## src/rtl/pc_fetch_seq.sv

```systemverilog
// PC owner and instruction-fetch sequencer: req/ack fetch port, one-entry decode buffer.
// Optional misaligned-redirect trap enabled with `define PC_ALIGN_CHECK_EN.
module pc_fetch_seq #(
    parameter logic [31:0] RESET_PC   = 32'h0000_0000,
    parameter logic [31:0] EXC_VECTOR = 32'h0000_0380
) (
    input  logic        clk,
    input  logic        rst_n,
    input  logic        redirect,
    input  logic [31:0] redirect_pc,
    output logic        imem_req,
    output logic [31:0] imem_addr,
    input  logic        imem_ack,
    output logic        if_valid,
    output logic [31:0] if_pc,
    input  logic        if_ready,
    output logic        misalign_exc,
    output logic [31:0] misalign_addr
);

    typedef enum logic [1:0] {StBoot, StReq, StKill, StFull} state_e;

    state_e      state_q, state_d;
    logic [31:0] pc_q, pc_d;
    logic [31:0] addr_q, addr_d;
    logic [31:0] if_pc_q, if_pc_d;
    logic        req_q, req_d;
    logic        valid_q, valid_d;
    logic [31:0] redir_tgt;

`ifdef PC_ALIGN_CHECK_EN
    logic        misaligned;
    logic        exc_q, exc_d;
    logic [31:0] mis_addr_q, mis_addr_d;

    assign misaligned = |redirect_pc[1:0];
    assign redir_tgt  = misaligned ? EXC_VECTOR : redirect_pc;

    always_comb begin
        exc_d      = redirect && misaligned;
        mis_addr_d = mis_addr_q;
        if (redirect && misaligned) begin
            mis_addr_d = redirect_pc;
        end
    end

    always_ff @(posedge clk or negedge rst_n) begin
        if (!rst_n) begin
            exc_q      <= 1'b0;
            mis_addr_q <= 32'h0;
        end else begin
            exc_q      <= exc_d;
            mis_addr_q <= mis_addr_d;
        end
    end

    assign misalign_exc  = exc_q;
    assign misalign_addr = mis_addr_q;
`else
    logic unused_cfg;

    // Targets are word-aligned by truncation; the trap vector is not used.
    assign redir_tgt     = {redirect_pc[31:2], 2'b00};
    assign unused_cfg    = ^{redirect_pc[1:0], EXC_VECTOR};
    assign misalign_exc  = 1'b0;
    assign misalign_addr = 32'h0;
`endif

    always_comb begin
        state_d = state_q;
        pc_d    = pc_q;
        addr_d  = addr_q;
        valid_d = valid_q;
        if_pc_d = if_pc_q;
        unique case (state_q)
            StBoot: begin
                if (redirect) begin
                    pc_d   = redir_tgt;
                    addr_d = redir_tgt;
                end else begin
                    addr_d = pc_q;
                end
                state_d = StReq;
            end
            StReq: begin
                if (redirect) begin
                    pc_d = redir_tgt;
                    if (imem_ack) begin
                        addr_d = redir_tgt;
                    end else begin
                        // Old request must still complete; its response is dropped in KILL.
                        state_d = StKill;
                    end
                end else if (imem_ack) begin
                    valid_d = 1'b1;
                    if_pc_d = addr_q;
                    pc_d    = addr_q + 32'd4;
                    state_d = StFull;
                end
            end
            StKill: begin
                if (redirect) begin
                    pc_d = redir_tgt;
                end
                if (imem_ack) begin
                    addr_d  = redirect ? redir_tgt : pc_q;
                    state_d = StReq;
                end
            end
            StFull: begin
                if (redirect) begin
                    valid_d = 1'b0;
                    pc_d    = redir_tgt;
                    addr_d  = redir_tgt;
                    state_d = StReq;
                end else if (if_ready) begin
                    valid_d = 1'b0;
                    addr_d  = pc_q;
                    state_d = StReq;
                end
            end
            default: state_d = StBoot;
        endcase
        req_d = (state_d == StReq) || (state_d == StKill);
    end

    always_ff @(posedge clk or negedge rst_n) begin
        if (!rst_n) begin
            state_q <= StBoot;
            pc_q    <= RESET_PC;
            addr_q  <= RESET_PC;
            req_q   <= 1'b0;
            valid_q <= 1'b0;
            if_pc_q <= 32'h0;
        end else begin
            state_q <= state_d;
            pc_q    <= pc_d;
            addr_q  <= addr_d;
            req_q   <= req_d;
            valid_q <= valid_d;
            if_pc_q <= if_pc_d;
        end
    end

    assign imem_req  = req_q;
    assign imem_addr = addr_q;
    assign if_valid  = valid_q;
    assign if_pc     = if_pc_q;

    a_addr_stable: assert property (@(posedge clk) disable iff (!rst_n)
        (imem_req && !imem_ack) |=> (imem_addr == $past(imem_addr)));
    a_req_xor_buf: assert property (@(posedge clk) disable iff (!rst_n)
        !(imem_req && if_valid));

endmodule
```

## config.mk

```make
export PLATFORM = sky130hd
export DESIGN_NAME = pc_fetch_seq
export DESIGN_NICKNAME = d
export VERILOG_FILES = /design/src/rtl/pc_fetch_seq.sv
export SDC_FILE = /design/constraint.sdc
export NUM_CORES = 1
export LEC_CHECK = 0
export ABC_AREA = 1
export CAP_MARGIN = 10
export CELL_PAD_IN_SITES_DETAIL_PLACEMENT = 1
export CELL_PAD_IN_SITES_GLOBAL_PLACEMENT = 1
export CORE_ASPECT_RATIO = 0.8
export CORE_MARGIN = 8
export CORE_UTILIZATION = 36
export CTS_CLUSTER_SIZE = 8
export DETAILED_ROUTE_END_ITERATION = 10
export GPL_TIMING_DRIVEN = 0
export PLACE_DENSITY_LB_ADDON = 0.1
export SYNTH_ARGS = -nofsm -noshare
export SYNTH_HDL_FRONTEND = slang
export SYNTH_SLANG_ARGS = --single-unit
```

## constraint.sdc

```tcl
create_clock -name clk -period 2.1 [get_ports clk]
set_input_delay 0.42 -clock clk [delete_from_list [all_inputs] [get_ports clk]]
set_output_delay 0.42 -clock clk [all_outputs]
set_load 0.1 [all_outputs]
```

* Yosys cells after proc, flatten, opt, wreduce, memory -nomap -nowiden
Index checks and enable logic that the tools add are counted.
Operators by class: mux-type cells 22, bitwise logic cells 1, add/subtract/negate cells 1, eq/ne operators 11, reduce and logical (&&, ||, !) cells 7
Operators with widths (number):
- $mux 32 | 8
- $pmux 32 s4 | 1
- $pmux 32 s2 | 1
- $add 32x3->32 const B | 1
- $mux 2 | 6
- $ne 2x2->1 const B | 4
- $pmux 2 s4 | 1
- $reduce_and 4->1 | 2
- $eq 2x2->1 const B | 3
- $ne 3x3->1 const B | 2
- $eq 2x1->1 const B | 2
- $mux 1 | 4
- $reduce_and 3->1 | 1
- $reduce_or 3->1 | 1
- $logic_not 2->1 | 1
- $pmux 1 s2 | 1
- $reduce_bool 2->1 | 1
- $logic_or 1x1->1 | 1
- $not 1->1 | 1
Storage, ports and cells: bits in registers 100, output and inout bits 99, logic and storage cells 48, input bits 37

* Depth between registers and ports, before layout
Gate-level depths: netlist (run 1).
word-level depth 5, gate-level depth with buffers 12, mapped depth without buffers 12

* Worst setup path after synthesis (run 1)
Ideal clock, no wire load.
path type register to register, start point register addr_q[3], in the netlist imem_addr[3], end point register pc_q[28], cell stages (with the launch flop) 13, period minus slack after synthesis 2.296 ns, buffers on the path 0, arrival 2.174 ns, setup time 0.122 ns, setup slack -0.196 ns, required time 1.978 ns, cell sequence dfrtp_1 > ha_1 > nand3_1 > inv_1 > nand2_1 > nor2_1 > nand2_1 > nand2_1 > nand2_1 > nand2_1 > nand2_1 > nand2_1 > a21oi_1
On the way: word-level cells in the longest chain between the ends 4
Ends and longest elaborated chain:
- start, declared | RTL line 25 | logic [31:0] addr_q, addr_d;
- start signal, assigned | RTL line 138 | addr_q <= addr_d;
- $add 32x3->32 | RTL line 97 | pc_d = addr_q + 32'd4;
- $mux 32 | RTL line 94 | end else if (imem_ack) begin
- $mux 32 | RTL line 86 | if (redirect) begin
- $pmux 32 s2 | RTL line 75 | unique case (state_q)
- end signal, assigned | RTL line 137 | pc_q <= pc_d;
- end, declared | RTL line 24 | logic [31:0] pc_q, pc_d;
No other way between the ends. The select of a mux whose other input is x is not followed. A chain may end at the register's enable or synchronous reset.

* Worst setup path after layout (run 1)
start point register addr_q[9], in the netlist imem_addr[9], end point output imem_addr[9]
RTL lines:
- end, declared | RTL line 12 | output logic [31:0] imem_addr,
No word-level cell between the ends.

==> results of run 1 <==
==> logic make-up after synthesis <==
logic type / share of synthesized area, %
AOI/OAI and AO/OA: 17.02
xor gates and xnor gates: 1.132
adders and majority gates: 0.2310
buffers and inverters: 11.11
DFF: 46.20
other: 0.06923
and+or+nand+nor: 24.23
==> stage by stage <==
stage          std cells  setup WS, ns  hold slack [ns]  utilization (%)   TNS (ns)
6_report            1062       0.03129           0.1733            47.90          0
5_1_grt             1062     -0.001095           0.2431            47.90  -0.001095
4_1_cts             1060     0.0002147           0.2123            47.74          0
3_5_place_dp        1044       -0.2492           0.4661            45.68     -8.903
3_3_place_gp        1043        -3.798           0.4546            45.56    -347.78
2_1_floorplan        755      0.008197           0.1244                -          0
==> path summary, 6_finish.rpt <==
path / end / slack, ns / cells past startpoint
max reg2reg: pc_q[24]$_DFFE_PN0P_ / 0.13 / 8
min reg2reg: if_pc[8]$_DFFE_PN0P_ / 0.48 / 2
max: imem_addr[9] / 0.03 / 1
min in group clk: if_pc[8]$_DFFE_PN0P_ / 0.48 / 2
max in group asynchronous: imem_addr[14]$_DFFE_PN0P_ / 1.19 / 2
min: if_pc[4]$_DFFE_PN0P_ / 0.17 / 1
==> area by class of cell <==
class                           instances  area share, %
Buffer                                 68          5.869
Multi-Input combinational cell        535          34.44
Sequential cell                       100          35.27
Inverter                               52          2.741
Timing Repair Buffer                  102          13.64
Tap cell                              189          3.321
Clock buffer                           11          3.549
Clock inverter                          5          1.177
==> layout by cell type, fill, tap and decap left out, types with 3 or more instances in the layout <==
cell,n
nand3_1,26
a221oi_1,4
a21oi_1,68
buf_2,11
clkdlybuf4s15_1,5
nand2_2,3
nand2_1,193
clkbuf_16,9
a31oi_1,16
a211oi_1,13
clkbuf_2,12
clkdlybuf4s15_2,15
inv_1,50
conb_1,33
dfrtp_1,93
nor3_1,3
xor2_1,7
clkbuf_1,13
nor2_2,4
a22oi_1,13
dlygate4sd2_1,39
o21ai_0,49
nand4_1,3
buf_4,38
clkdlybuf4s50_1,32
nor2_1,93
dfrtp_2,7
==> layer usage <==
| metal | share of wire [%] | vias up | global-route usage (%) | wire (um) |
|---|---|---|---|---|
| met2 | 47 | 168 | 34.60 | 9516 |
| li1 | - | 2583 | - | - |
| met5 | 0 | - | 0 | 0 |
| met1 | 47 | 2738 | 28.06 | 9452 |
| met4 | 0.97 | 0 | 4.530 | 197 |
| met3 | 5.7 | 19 | 5.126 | 1153 |
==> flip-flops by register name, indices dropped and copies added, names as in the netlist <==
register,cells
if_pc,32
pc_q,32
state_q,2
imem_addr,32
if_valid,1
imem_req,1
==> what timing repair did <==
action	4_1_cts	5_1_grt
setup endpoints to repair	70	81
pin swaps	0	2
setup buffers	0	2
resized for setup	105	28
cloned	0	0
==> summary.md, run 1 <==
| Metric | Value |
|---|---|
| Status | `complete, no violations` |
| DR vias/cell | `5.186` |
| First-pass GRT wire length | `32790 um` |
| Seq. cell area | `2511 um2` |
| Ys Warns | `0` |
| Min cycle time layout | `2.069 ns` |
| Skew-Pair Late Insertion Delay | `0.35 ns` |
| Clk slew on worst S/H paths | `0.07 ns` |
| Final Hold Vio Count | `0` |
| Netlist Area Pre-Place | `5416 um2` |
| Area Growth Syn to Fin | `31.46%` |
| Area of the core | `14860 um2` |
| Vias | `5508` |
| Die height | `125.7 um` |
| Layout Nets | `906` |
| Detailed Route WL | `20320 um` |
| Mean Syn Cell Area | `7.492 um2` |
| Crit path cell chain | `clkdlybuf4s15_1` |
| Max-slew violations | `0` |
| Clk root buf | `clkbuf_16` |
| CP Launch Point | `imem_addr[9]$_DFFE_PN0P_` |
| Global route overflow | `0` |
| Worst-margin pin slew | `0.9762 ns` |
| Iter 0 DRT Violations | `420` |
| Multi-input logic area | `2452 um2` |
| Antenna Cells | `0` |
| Post-synthesis cell count | `723` |
| Detail Placement HPWL | `15410 um` |
| Number of synthesized flops with an enable pin | `0` |
| Ys flop type | `dfrtp_1` |
| DRC viols | `0` |
| Yosys top cell area share | `46.20%` |
| Largest net degree at the start of global routing | `63` |
| Port-buffer cells | `99` |
| Layout cell share with drive strength beyond 1 | `13.17%` |
| Width of the die | `153.1 um` |
| Post-Place Cell Area | `6790 um2` |
| Worst path max stage delay | `0.85 ns` |
| Worst Setup Path Type | `register to output pin` |
| Max Cap Viol | `0` |
| Clk buf depth | `2` |
| Max Clk Rate | `483.4 MHz` |
| Detail Route Antenna Nets | `0` |
| CP Capture Type | `output pin` |
| Crit path required time | `1.68 ns` |
| Vias in the first global route | `5966` |
| Worst hold path type | `input pin to asynchronous set/reset pin` |
| Sequential element share of the synthesized area | `46.20%` |
| Initial antenna violation count | `0` |
| Initial Util | `36.44%` |
| Row cnt | `40` |
| Design Area, Final | `7121 um2` |
| IO Count | `136` |
| Top cells by area, synth | `dfrtp_1 46%, nand2_1 13%, nor2_1 6.8%` |
| Cell taking the most area after synthesis | `dfrtp_1` |
| Synth cell types | `26` |
| Clock sink count | `100` |
| Reg2Reg Launch Point | `imem_addr[2]$_DFFE_PN0P_` |
| GP Congestion | `0.8606` |
| Total track usage | `21.20%` |
| Crit path max-delay family | `buffers and inverters` |
| Synth cell count leaders | `194 x nand2_1, 100 x dfrtp_1, 98 x nor2_1` |
| CTS buffer count | `9` |
| Slew headroom | `35.18%` |
| Fillers | `1858` |
| Slowest cell on crit path | `clkdlybuf4s15_1` |
| Total die area | `19250 um2` |
| Skew final | `0.005832 ns` |
| Tcrit/Tclk final | `98.51%` |
| # setup viols final | `0` |
| Seq cells post-synth | `100` |
| Worst Path Buf+Inv | `1` |
| TritonCTS clock tree | `built` |
| CP Launch Type | `register` |
| WP data arrival | `1.65 ns` |
| Detailed-route wire length per cell | `19.13 um` |
| Top-count cell post-synth | `nand2_1` |
| Pre-antenna DRT Iters | `5` |
| Crit Path Max Fanout | `7` |
| Post-CTS Hold Fix Bufs | `0` |
| H-tree level count | `3` |
| Async set-reset flop share out of synthesis | `100.0%` |
Power of run 1 is not shown: default switching activity piles up to over one toggle a cycle in this logic, so the estimate is an artifact.
==> inputs of run 2 (changes only) <==
- GPL_TIMING_DRIVEN: 0 -> default
==> run 2 against run 1 <==
Against the previous run: clock skew fell by 0.0019 ns; routed wire length fell by 9.1%; cell area fell by 2.8%; critical endpoint is now pc_q[28]$_DFFE_PN0P_; highest routed layer unchanged.
==> summary.md, run 2 (synthesis gave the netlist of run 1 again) <==
| Metric | Value |
|---|---|
| Width of the die | `153.1 um (unchanged)` |
| Post-Layout Cell Count | `1026 (was 1062)` |
| Post-CTS Hold Fix Bufs | `0 (unchanged)` |
| GR Util met1 | `24.03% (was 28.06%)` |
| Layout cell share with drive strength beyond 1 | `15.53% (was 13.17%)` |
| Design Area, Final | `6920 um2 (was 7121 um2)` |
| Most common cell after layout, fill and taps aside | `nand2_1 (unchanged)` |
| # setup viols final | `0 (unchanged)` |
| H-tree level count | `3 (unchanged)` |
| Layout Nets | `870 (was 906)` |
| DR vias/cell | `5.096 (was 5.186)` |
| Status | `complete, no violations (unchanged)` |
| CP Capture Type | `register (was output pin)` |
| Tcrit/Tclk final | `92.29% (was 98.51%)` |
| Clk slew on worst S/H paths | `0.07 ns (about the same)` |
| Max Cap Viol | `0 (unchanged)` |
| Placed insts | `1010 (was 1044)` |
| Initial Util | `36.44% (unchanged)` |
| Clk buf depth | `2 (unchanged)` |
| Worst path max stage delay | `0.41 ns (was 0.85 ns)` |
| Detail Placement HPWL | `13550 um (was 15410 um)` |
| Pre-antenna DRT Iters | `4 (was 5)` |
| Met3 Resource Use GR | `5.297% (was 5.126%)` |
| Skew final | `0.003931 ns (was 0.005832 ns)` |
| Slew headroom | `60.06% (was 35.18%)` |
| Crit path max-delay family | `simple AND/OR/NAND/NOR gates (was buffers and inverters)` |
| Worst-margin pin slew | `0.5991 ns (was 0.9762 ns)` |
| Post-Place Cell Area | `6629 um2 (was 6790 um2)` |
| Detailed Route WL | `18460 um (was 20320 um)` |
| Crit path top cell by count | `nand2_1` |
| Place WS | `-0.07433 ns (was -0.2492 ns)` |
| Port-buffer cells | `100 (was 99)` |
| TritonCTS clock tree | `built (unchanged)` |
| Total die area | `19250 um2 (unchanged)` |
| Slowest cell on crit path | `dfrtp_2 (was clkdlybuf4s15_1)` |
| PostCTS Resize Cnt | `0 (was 105)` |
| Skew-Pair Late Insertion Delay | `0.35 ns (about the same)` |
| Most frequent cells in the layout | `193 x nand2_1, 96 x nor2_1, 93 x dfrtp_1 (was 193 x nand2_1, 93 x nor2_1, 93 x dfrtp_1)` |
| GP Congestion | `0.7769 (was 0.8606)` |
| Worst hold path type | `input pin to asynchronous set/reset pin (unchanged)` |
| Area of the core | `14860 um2 (unchanged)` |
| Min cycle time layout | `1.938 ns (was 2.069 ns)` |
| Total track usage | `19.44% (was 21.20%)` |
| Worst Path Buf+Inv | `2 (was 1)` |
| Die height | `125.7 um (unchanged)` |
| Iter 0 DRT Violations | `249 (was 420)` |
| Max Clk Rate | `516.0 MHz (was 483.4 MHz)` |
| Post-CTS Setup Bufs | `0 (unchanged)` |
| RSZ-0062 raised after global routing | `false` |
| Final Hold Vio Count | `0 (unchanged)` |
| PnR worst setup slack | `0.1619 ns (was 0.03129 ns)` |
| Row cnt | `40 (unchanged)` |
| CTS buffer count | `9 (unchanged)` |
| CP Launch Type | `register (unchanged)` |
| Largest net degree at the start of global routing | `101 (was 63)` |
| Vias in the first global route | `5678 (was 5966)` |
| Crit path required time | `2.38 ns (was 1.68 ns)` |
| Setup TNS | `0 ns (unchanged)` |
| WP data arrival | `2.22 ns (was 1.65 ns)` |
| Area Growth Syn to Fin | `27.77% (was 31.46%)` |
| Detail Route Antenna Nets | `0 (unchanged)` |
| Routing usage on met2 | `32.79% (was 34.60%)` |
| First-pass GRT wire length | `30110 um (was 32790 um)` |
| Vias | `5228 (was 5508)` |
| Crit path cell chain | `ha_1 > nand3_1 > inv_1 > nand2_2 > nor2_1 > buf_4 > nand3_1 > nand2_1 > nand2_1 > nand2_1 > nand2_1 > a21oi_1 (was clkdlybuf4s15_1)` |
| Global route overflow | `0 (unchanged)` |
| IO Count | `136 (unchanged)` |
| Initial antenna violation count | `0 (unchanged)` |
| Crit Path Max Fanout | `5 (was 7)` |
| Antenna Cells | `0 (unchanged)` |
| Max-slew violations | `0 (unchanged)` |
| Worst Setup Path Type | `register to register (was register to output pin)` |
| DRC viols | `0 (unchanged)` |
| Layer with the highest usage | `met2 (unchanged)` |
| Detailed-route wire length per cell | `17.99 um (was 19.13 um)` |
| Clk root buf | `clkbuf_16 (unchanged)` |
| Clock sink count | `100 (unchanged)` |
==> run 2: cell types whose count changed in the layout (fill, tap and decap cells not counted), sizes merged <==
cell / change
clkdlybuf4s15: -20
clkdlybuf4s50: +1
dlygate4sd2: -39
clkbuf: -26
bufinv: -1
buf: +49
==> run 2: cell type report <==
type	instances	area, um2
clock buffers	12	236.5
clock inverters	4	50.05
flip-flops and latches	100	2511
fillers	1854	7944
inverters	52	195.2
repair buffers	134	1251
well taps	189	236.5
multi-input cells	535	2440
==> run 2: metrics by stage <==
stage | utilization, % | hold WS (ns)
2_1_floorplan | - | 0.1244
3_3_place_gp | 44.60 | 0.4557
3_5_place_dp | 44.60 | 0.4619
4_1_cts | 46.52 | 0.1576
5_1_grt | 46.56 | 0.1923
6_report | 46.56 | 0.1095
==> run 2: per-layer routing <==
layer / vias up / share of wire (%)
met5: - / 0
met4: 0 / 1.5
met3: 24 / 5.0
met2: 125 / 48
met1: 2570 / 46
li1: 2509 / -
==> run 2: path summary, 6_finish.rpt <==
kind,slack (ns),from,cells after the start,endpoint
worst max-delay path,0.16,imem_addr[2]$_DFFE_PN0P_,12,pc_q[28]$_DFFE_PN0P_
worst min-delay path,0.11,rst_n,2,if_pc[8]$_DFFE_PN0P_
worst max register to register,0.16,imem_addr[2]$_DFFE_PN0P_,12,pc_q[28]$_DFFE_PN0P_
worst min register to register,0.48,if_pc[6]$_DFFE_PN0P_,2,if_pc[6]$_DFFE_PN0P_
max in group asynchronous,1.51,rst_n,2,if_pc[12]$_DFFE_PN0P_
min in group clk,0.48,if_pc[6]$_DFFE_PN0P_,2,if_pc[6]$_DFFE_PN0P_
Power of run 2 is left out for the same reason.
==> inputs of run 3 (changes only) <==
- CAP_MARGIN: 10 -> 20
==> results of run 3 <==
Final layout, timing and power as in run 2 (identical DEF).
Power of run 3 is left out for the same reason.
